[src/rtl/seg_pkg.sv]
// Shared constants and helpers for the 7-segment capture path.
// Segment patterns are active-low: bit 7 = dp, bits 6:0 = g..a.
package seg_pkg;

  localparam logic [7:0] SEG_0 = 8'hC0;
  localparam logic [7:0] SEG_1 = 8'hF9;
  localparam logic [7:0] SEG_2 = 8'hA4;
  localparam logic [7:0] SEG_3 = 8'hB0;
  localparam logic [7:0] SEG_4 = 8'h99;
  localparam logic [7:0] SEG_5 = 8'h92;
  localparam logic [7:0] SEG_6 = 8'h82;
  localparam logic [7:0] SEG_7 = 8'hF8;
  localparam logic [7:0] SEG_8 = 8'h80;
  localparam logic [7:0] SEG_9 = 8'h90;
  localparam logic [7:0] SEG_A = 8'hFE;
  localparam logic [7:0] SEG_B = 8'hFD;
  localparam logic [7:0] SEG_C = 8'hFB;
  localparam logic [7:0] SEG_D = 8'hF7;
  localparam logic [7:0] SEG_E = 8'hEF;
  localparam logic [7:0] SEG_F = 8'hDF;

  localparam logic [7:0] SEG_OFF     = 8'hFF;
  localparam logic [7:0] SEG_DP_MASK = 8'h80;

  // Digit select is active-low one-hot; all-ones means no digit driven.
  localparam logic [3:0] SEL_DIG0 = 4'b1110;
  localparam logic [3:0] SEL_DIG1 = 4'b1101;
  localparam logic [3:0] SEL_DIG2 = 4'b1011;
  localparam logic [3:0] SEL_DIG3 = 4'b0111;
  localparam logic [3:0] SEL_IDLE = 4'b1111;

  typedef enum logic [1:0] {
    SEL_CLASS_IDLE    = 2'd0,
    SEL_CLASS_DIGIT   = 2'd1,
    SEL_CLASS_ILLEGAL = 2'd2
  } sel_class_e;

  typedef struct packed {
    sel_class_e  cls;
    logic [1:0]  idx;
  } sel_dec_t;

  // Classify a registered select code into idle / digit n / illegal.
  function automatic sel_dec_t decode_sel(input logic [3:0] sel);
    sel_dec_t d;
    d.cls = SEL_CLASS_ILLEGAL;
    d.idx = 2'd0;
    case (sel)
      SEL_DIG0: begin d.cls = SEL_CLASS_DIGIT; d.idx = 2'd0; end
      SEL_DIG1: begin d.cls = SEL_CLASS_DIGIT; d.idx = 2'd1; end
      SEL_DIG2: begin d.cls = SEL_CLASS_DIGIT; d.idx = 2'd2; end
      SEL_DIG3: begin d.cls = SEL_CLASS_DIGIT; d.idx = 2'd3; end
      SEL_IDLE: begin d.cls = SEL_CLASS_IDLE;  d.idx = 2'd0; end
      default:  begin d.cls = SEL_CLASS_ILLEGAL; d.idx = 2'd0; end
    endcase
    return d;
  endfunction

endpackage

[src/rtl/seg7_to_hex.sv]
// Combinational reverse lookup of an active-low 7-segment pattern.
// The dp bit is masked off before the table lookup and reported separately.
module seg7_to_hex
  import seg_pkg::*;
(
  input  logic [7:0] pattern,
  output logic [3:0] nibble,
  output logic       dp,
  output logic       blank,
  output logic       hit
);

  logic [7:0] key_s;

  assign key_s = pattern | SEG_DP_MASK;
  assign dp    = ~pattern[7];
  assign blank = (pattern == SEG_OFF);

  // Map the dp-stripped pattern to its hex value; anything else is a miss.
  always_comb begin
    nibble = 4'h0;
    hit    = 1'b1;
    case (key_s)
      SEG_0:   nibble = 4'h0;
      SEG_1:   nibble = 4'h1;
      SEG_2:   nibble = 4'h2;
      SEG_3:   nibble = 4'h3;
      SEG_4:   nibble = 4'h4;
      SEG_5:   nibble = 4'h5;
      SEG_6:   nibble = 4'h6;
      SEG_7:   nibble = 4'h7;
      SEG_8:   nibble = 4'h8;
      SEG_9:   nibble = 4'h9;
      SEG_A:   nibble = 4'hA;
      SEG_B:   nibble = 4'hB;
      SEG_C:   nibble = 4'hC;
      SEG_D:   nibble = 4'hD;
      SEG_E:   nibble = 4'hE;
      SEG_F:   nibble = 4'hF;
      default: begin
        nibble = 4'h0;
        hit    = 1'b0;
      end
    endcase
  end

endmodule

[src/rtl/seg_capture.sv]
// Captures a multiplexed active-low 7-segment bus and rebuilds a coherent
// 4-digit frame (hex nibbles, dp flags, blank flags) with a valid strobe.
module seg_capture
  import seg_pkg::*;
#(
  parameter int STABLE_CYCLES  = 4,
  parameter int TIMEOUT_CYCLES = 32768
) (
  input  logic        i_clk,
  input  logic        i_rst,
  input  logic [7:0]  i_seg,
  input  logic [3:0]  i_sel,
  output logic [15:0] o_data,
  output logic [3:0]  o_dp,
  output logic [3:0]  o_turn_off,
  output logic        o_valid,
  output logic        o_err,
  output logic        o_stale
);

  localparam logic [7:0]  STABLE_V  = 8'(STABLE_CYCLES);
  localparam logic [7:0]  STABLE_M1 = 8'(STABLE_CYCLES - 1);
  localparam logic [15:0] TO_V      = 16'(TIMEOUT_CYCLES);
  localparam logic [15:0] TO_M1     = 16'(TIMEOUT_CYCLES - 1);

  logic [7:0]  seg_r, seg_prev_r;
  logic [3:0]  sel_r, sel_prev_r;
  logic [7:0]  stab_cnt_r;
  logic [3:0]  mask_r;
  logic [15:0] sh_data_r;
  logic [3:0]  sh_dp_r;
  logic [3:0]  sh_off_r;
  logic [15:0] to_cnt_r;

  logic        same_s;
  logic        accept_s;
  sel_dec_t    sel_dec_s;
  logic [3:0]  nib_s;
  logic        dp_s, blank_s, hit_s;
  logic        digit_ok_s;
  logic        err_s;
  logic        complete_s;
  logic        timeout_s;

  seg7_to_hex u_dec (
    .pattern (seg_r),
    .nibble  (nib_s),
    .dp      (dp_s),
    .blank   (blank_s),
    .hit     (hit_s)
  );

  assign same_s     = ({sel_r, seg_r} == {sel_prev_r, seg_prev_r});
  // Fires only on the step into STABLE_CYCLES, so a long dwell accepts once.
  assign accept_s   = same_s && (stab_cnt_r == STABLE_M1);
  assign sel_dec_s  = decode_sel(sel_r);
  assign complete_s = (mask_r == 4'hF);
  // A valid accept in the timeout cycle wins: no stale, counter reloads.
  assign timeout_s  = !digit_ok_s && (to_cnt_r == TO_M1);

  // Classify an accepted sample into valid digit, ignored idle, or error.
  always_comb begin
    digit_ok_s = 1'b0;
    err_s      = 1'b0;
    if (accept_s) begin
      case (sel_dec_s.cls)
        SEL_CLASS_IDLE: begin
          digit_ok_s = 1'b0;
          err_s      = 1'b0;
        end
        SEL_CLASS_DIGIT: begin
          if (blank_s || hit_s) begin
            digit_ok_s = 1'b1;
          end else begin
            err_s = 1'b1;
          end
        end
        default: err_s = 1'b1;
      endcase
    end else begin
      digit_ok_s = 1'b0;
      err_s      = 1'b0;
    end
  end

  // Input register stage plus one-cycle history for change detection.
  always_ff @(posedge i_clk) begin
    if (i_rst) begin
      seg_r      <= SEG_OFF;
      sel_r      <= SEL_IDLE;
      seg_prev_r <= SEG_OFF;
      sel_prev_r <= SEL_IDLE;
    end else begin
      seg_r      <= i_seg;
      sel_r      <= i_sel;
      seg_prev_r <= seg_r;
      sel_prev_r <= sel_r;
    end
  end

  // Stability counter: reload on change, count up and saturate while steady.
  always_ff @(posedge i_clk) begin
    if (i_rst) begin
      stab_cnt_r <= 8'd0;
    end else if (!same_s) begin
      stab_cnt_r <= 8'd1;
    end else if (stab_cnt_r != STABLE_V) begin
      stab_cnt_r <= stab_cnt_r + 8'd1;
    end else begin
      stab_cnt_r <= stab_cnt_r;
    end
  end

  // Captured-digit mask: set per valid digit, cleared on frame end/error/timeout.
  always_ff @(posedge i_clk) begin
    if (i_rst) begin
      mask_r <= 4'h0;
    end else if (digit_ok_s) begin
      mask_r <= mask_r | (4'b0001 << sel_dec_s.idx);
    end else if (complete_s || err_s || timeout_s) begin
      mask_r <= 4'h0;
    end else begin
      mask_r <= mask_r;
    end
  end

  // Shadow frame: written per accepted digit; blank keeps the old nibble.
  always_ff @(posedge i_clk) begin
    if (i_rst) begin
      sh_data_r <= 16'h0000;
      sh_dp_r   <= 4'h0;
      sh_off_r  <= 4'hF;
    end else if (digit_ok_s) begin
      if (blank_s) begin
        sh_dp_r[sel_dec_s.idx]  <= 1'b0;
        sh_off_r[sel_dec_s.idx] <= 1'b1;
      end else begin
        sh_data_r[{sel_dec_s.idx, 2'b00} +: 4] <= nib_s;
        sh_dp_r[sel_dec_s.idx]                 <= dp_s;
        sh_off_r[sel_dec_s.idx]                <= 1'b0;
      end
    end
  end

  // Timeout counter: cleared by every valid digit, otherwise saturating count.
  always_ff @(posedge i_clk) begin
    if (i_rst) begin
      to_cnt_r <= 16'd0;
    end else if (digit_ok_s) begin
      to_cnt_r <= 16'd0;
    end else if (to_cnt_r != TO_V) begin
      to_cnt_r <= to_cnt_r + 16'd1;
    end else begin
      to_cnt_r <= to_cnt_r;
    end
  end

  // Output frame, strobes and stale flag; frame copy is atomic on completion.
  always_ff @(posedge i_clk) begin
    if (i_rst) begin
      o_data     <= 16'h0000;
      o_dp       <= 4'h0;
      o_turn_off <= 4'hF;
      o_valid    <= 1'b0;
      o_err      <= 1'b0;
      o_stale    <= 1'b1;
    end else begin
      o_valid <= complete_s;
      o_err   <= err_s;
      if (complete_s) begin
        o_data     <= sh_data_r;
        o_dp       <= sh_dp_r;
        o_turn_off <= sh_off_r;
        o_stale    <= 1'b0;
      end else if (timeout_s) begin
        o_stale <= 1'b1;
      end
    end
  end

endmodule

[config.mk]
export PLATFORM = sky130hd
export DESIGN_NAME = seg_capture
export DESIGN_NICKNAME = d
export VERILOG_FILES = /design/src/rtl/seg_pkg.sv /design/src/rtl/seg7_to_hex.sv /design/src/rtl/seg_capture.sv
export SDC_FILE = /design/constraint.sdc
export NUM_CORES = 1
export LEC_CHECK = 0
export CAP_MARGIN = 15
export CORE_MARGIN = 1
export CORE_UTILIZATION = 55
export DETAILED_ROUTE_END_ITERATION = 16
export DONT_BUFFER_PORTS = 1
export PLACE_DENSITY = 0.7
export SYNTH_ARGS = -nofsm -noshare
export SYNTH_HDL_FRONTEND = slang
export SYNTH_SLANG_ARGS = --single-unit
[constraint.sdc]
create_clock -name i_clk -period 6.6 [get_ports i_clk]
set_clock_uncertainty 0.1 [all_clocks]
set_input_delay 1.32 -clock i_clk [delete_from_list [all_inputs] [get_ports i_clk]]
set_output_delay 1.32 -clock i_clk [all_outputs]
set_load 0.01 [all_outputs]
==> results_dict.tcl <==
set metrics [dict create \
    outcome "complete, no violations" \
    hold_viol 0 \
    synthArstFlopShare_pct 0 \
    ir_drop_mv 0.110 \
    synth_area_leaders "dfxtp_1 (45%), nand2_1 (8.1%), mux2i_1 (5.5%)" \
    rsz0062_at_grt "false" \
    coreArea_um2 7890 \
    slowest_stage "dfxtp_1" \
    n_antenna_cell 0 \
    fmax_mhz 363 \
    crit_type "reg2reg" \
    cts_setup_buffers 0 \
    antenna_found_initial 0 \
    ys_types 51 \
    layout-drive-gt1-share_pct 10.3 \
    die_area_um2 8690 \
    worstMarginPinSlew_ns 0.639 \
    initial_utilization_pct 58.0 \
    maxSlewHeadroom_pct 57.3 \
    cts.path.max_buffers 2 \
    grt_usage_pct 21.2 \
    required_ns 6.79 \
    grt_max_degree 59 \
    yosys_most_used_dff "dfxtp_1" \
    ys_seq_elements 103 \
    critPathBufInv 0 \
    grt_pass1_wl_um 14700 \
    fin_crit_sh_pct 41.7 \
    overflow 0 \
    max-cap-violations 0 \
    die_w_um 93.2 \
    num_rows 32 \
    synthToLayoutAreaGrowth_pct 4.21 \
    first_global_vias 3266 \
    cp_top_family "simple AND/OR/NAND/NOR gates" \
    seqCellArea_um2 2060 \
    drt-wirelength-per-cell_um 13.8 \
    fin_util_pct 60.5 \
    synth_nets 553 \
    synth_top_area_share_pct 45.1 \
    cts_sinks 103 \
    cts_tree "yes" \
    netlist_instances 530 \
    drtIter0Drc 128 \
    ys_seq_area_share_pct 45.1 \
    hold_buffers 0 \
    drt.antenna.violating_nets 0 \
    power.leakage_nw 1.76 \
    crit_chain "or3b_1 -> a2111oi_0 -> nor2_1 -> o311ai_2 -> o21a_2 -> and3_1 -> mux2i_1" \
    gp_congestion 0.857 \
    fin_area_um2 4770 \
    cp-end-kind "flip-flop" \
    fillCellCount 705 \
    ios 41 \
    synth_largest_area_cell "dfxtp_1" \
    post_dp_cell_area_um2 4560 \
    power.density_nw_per_um2 230 \
    multiInputGateArea_um2 2300 \
    start_kind "flip-flop" \
    setup_violations 0 \
    cts-buffers-inserted 9 \
    die_h_um 93.2 \
    arrival_ns 2.94 \
    dr.max_layer_used "met4" \
    wl_met3_um 313 \
    wl_met1_um 4250 \
    synth_area_um2 4580 \
    yosys_warnings 0 \
    tns_ns 0 \
    first_pass_iters 4 \
    drcViolationCount 0 \
    min_period_ns 2.75 \
    r2r_setup_slack_ns 3.85 \
    hold_path_class "reg2reg" \
    via_per_inst 5.52 \
    critical_path.max_fanout 16 \
    power.total_mw 1.10 \
    holdWs_ns 0.344 \
    syn_avg_cell_area_um2 8.64 \
    io_buffer_count 0 \
    wl_um 8520 \
    fin_nets 533 \
    clk_pin_slew_ns 0.11 \
    wl_met2_um 3870 \
    synth_edf_count 0 \
    num_vias 3405 \
    finalMaxSlewViolations 0 \
    htree_num_levels 3 \
    post_cts_resized 0 \
    slowest_delay_ns 0.64 \
    place_hpwl_um 5970 \
    clkLatencyLatePin_ns 0.37 \
    clockRootBuffer "clkbuf_8" \
]
-- metrics by stage --
stage	std cells	setup WS, ns
6_report	617	3.85
5_1_grt	617	3.61
4_1_cts	616	3.88
3_5_place_dp	600	3.91
3_3_place_gp	600	3.94
2_1_floorplan	530	3.96
-- registers in the layout, indices dropped and copies added (netlist names), named ones only --
name	cells
sel_r	4
o_stale	1
sel_prev_r	4
mask_r	4
o_valid	1
o_turn_off	4
seg_prev_r	8
o_data	16
sh_data_r	16
to_cnt_r	16
sh_dp_r	4
o_err	1
o_dp	4
stab_cnt_r	8
seg_r	8
-- cell usage after synthesis, types with 5 or more instances --
master,n
o211ai_1,6
clkbuf_1,17
a21oi_1,27
or2_2,24
nand2_1,99
and3_1,16
xor2_1,23
nand4_1,5
buf_2,9
dfxtp_1,103
buf_4,5
nor4_1,9
mux2i_1,25
inv_1,14
nand3_1,24
xnor2_1,13
nor2_1,40
ha_1,9
nor3_1,6
-- placed cells by master (no fill, tap or decap), drive strengths merged, types with 3 or more instances in the layout --
master and count:
inv 19, xor2 23, or2 25, dfxtp 103
mux2i 25, nor3 6, clkbuf 9, o31ai 4
a21oi 27, nor4 9, and3 16, o21ai 5
and2 4, ha 9, xnor2 13, o211ai 6
nor2 40, buf 3, nor4b 5, nand4 5
a211oi 4, or3b 4, nand3 25, nand2 99
-- path summary, 6_finish.rpt --
path,to,start,cells after the start
worst max-delay path,sh_data_r[0],seg_r[1],7
worst min-delay path,o_data[11],sh_data_r[11],2
worst max register to register,sh_data_r[0],seg_r[1],7
worst min register to register,o_data[11],sh_data_r[11],2
-- final cells by class --
cell class / instances / area share, %
multi-input combinational: 379 / 48.3
sequential: 103 / 43.2
tap: 102 / 2.68
clock buffer: 9 / 2.60
clock inverter: 7 / 1.47
inverter: 14 / 1.10
timing repair buffer: 3 / 0.630
-- power breakdown --
| part | total [mW] | internal, mW | switching, mW |
|---|---|---|---|
| logic | 0.0665 | 0.0296 | 0.0369 |
| registers | 0.647 | 0.630 | 0.0172 |
| clock network | 0.383 | 0.150 | 0.234 |
| total | 1.10 | 0.809 | 0.288 |
-- layer usage --
layer  vias to the layer above  global-route usage (%)
met5                         -                       0
met4                         0                    7.69
li1                       1747                       -
met3                         8                    3.74
met2                        66                    35.0
met1                      1584                    27.9
-- cells by family (layout without fill, tap and decap cells) --
group,count (synthesis),in the layout,share of synthesized area (%)
compound gates,62,62,8.80
xor+xnor,36,36,6.89
flops,103,103,45.1
mux,26,26,5.71
buf+inv,48,33,4.76
fa+ha+maj,9,9,2.46
simple gates,246,246,26.3
-- tightest hold or removal path, stage by stage, from the launching register on --
cell and delay (ns):
dfxtp_1 0.32, nand2_1 0.06, a21oi_1 0.05
Note: power is estimated with default switching activity, not from simulation.
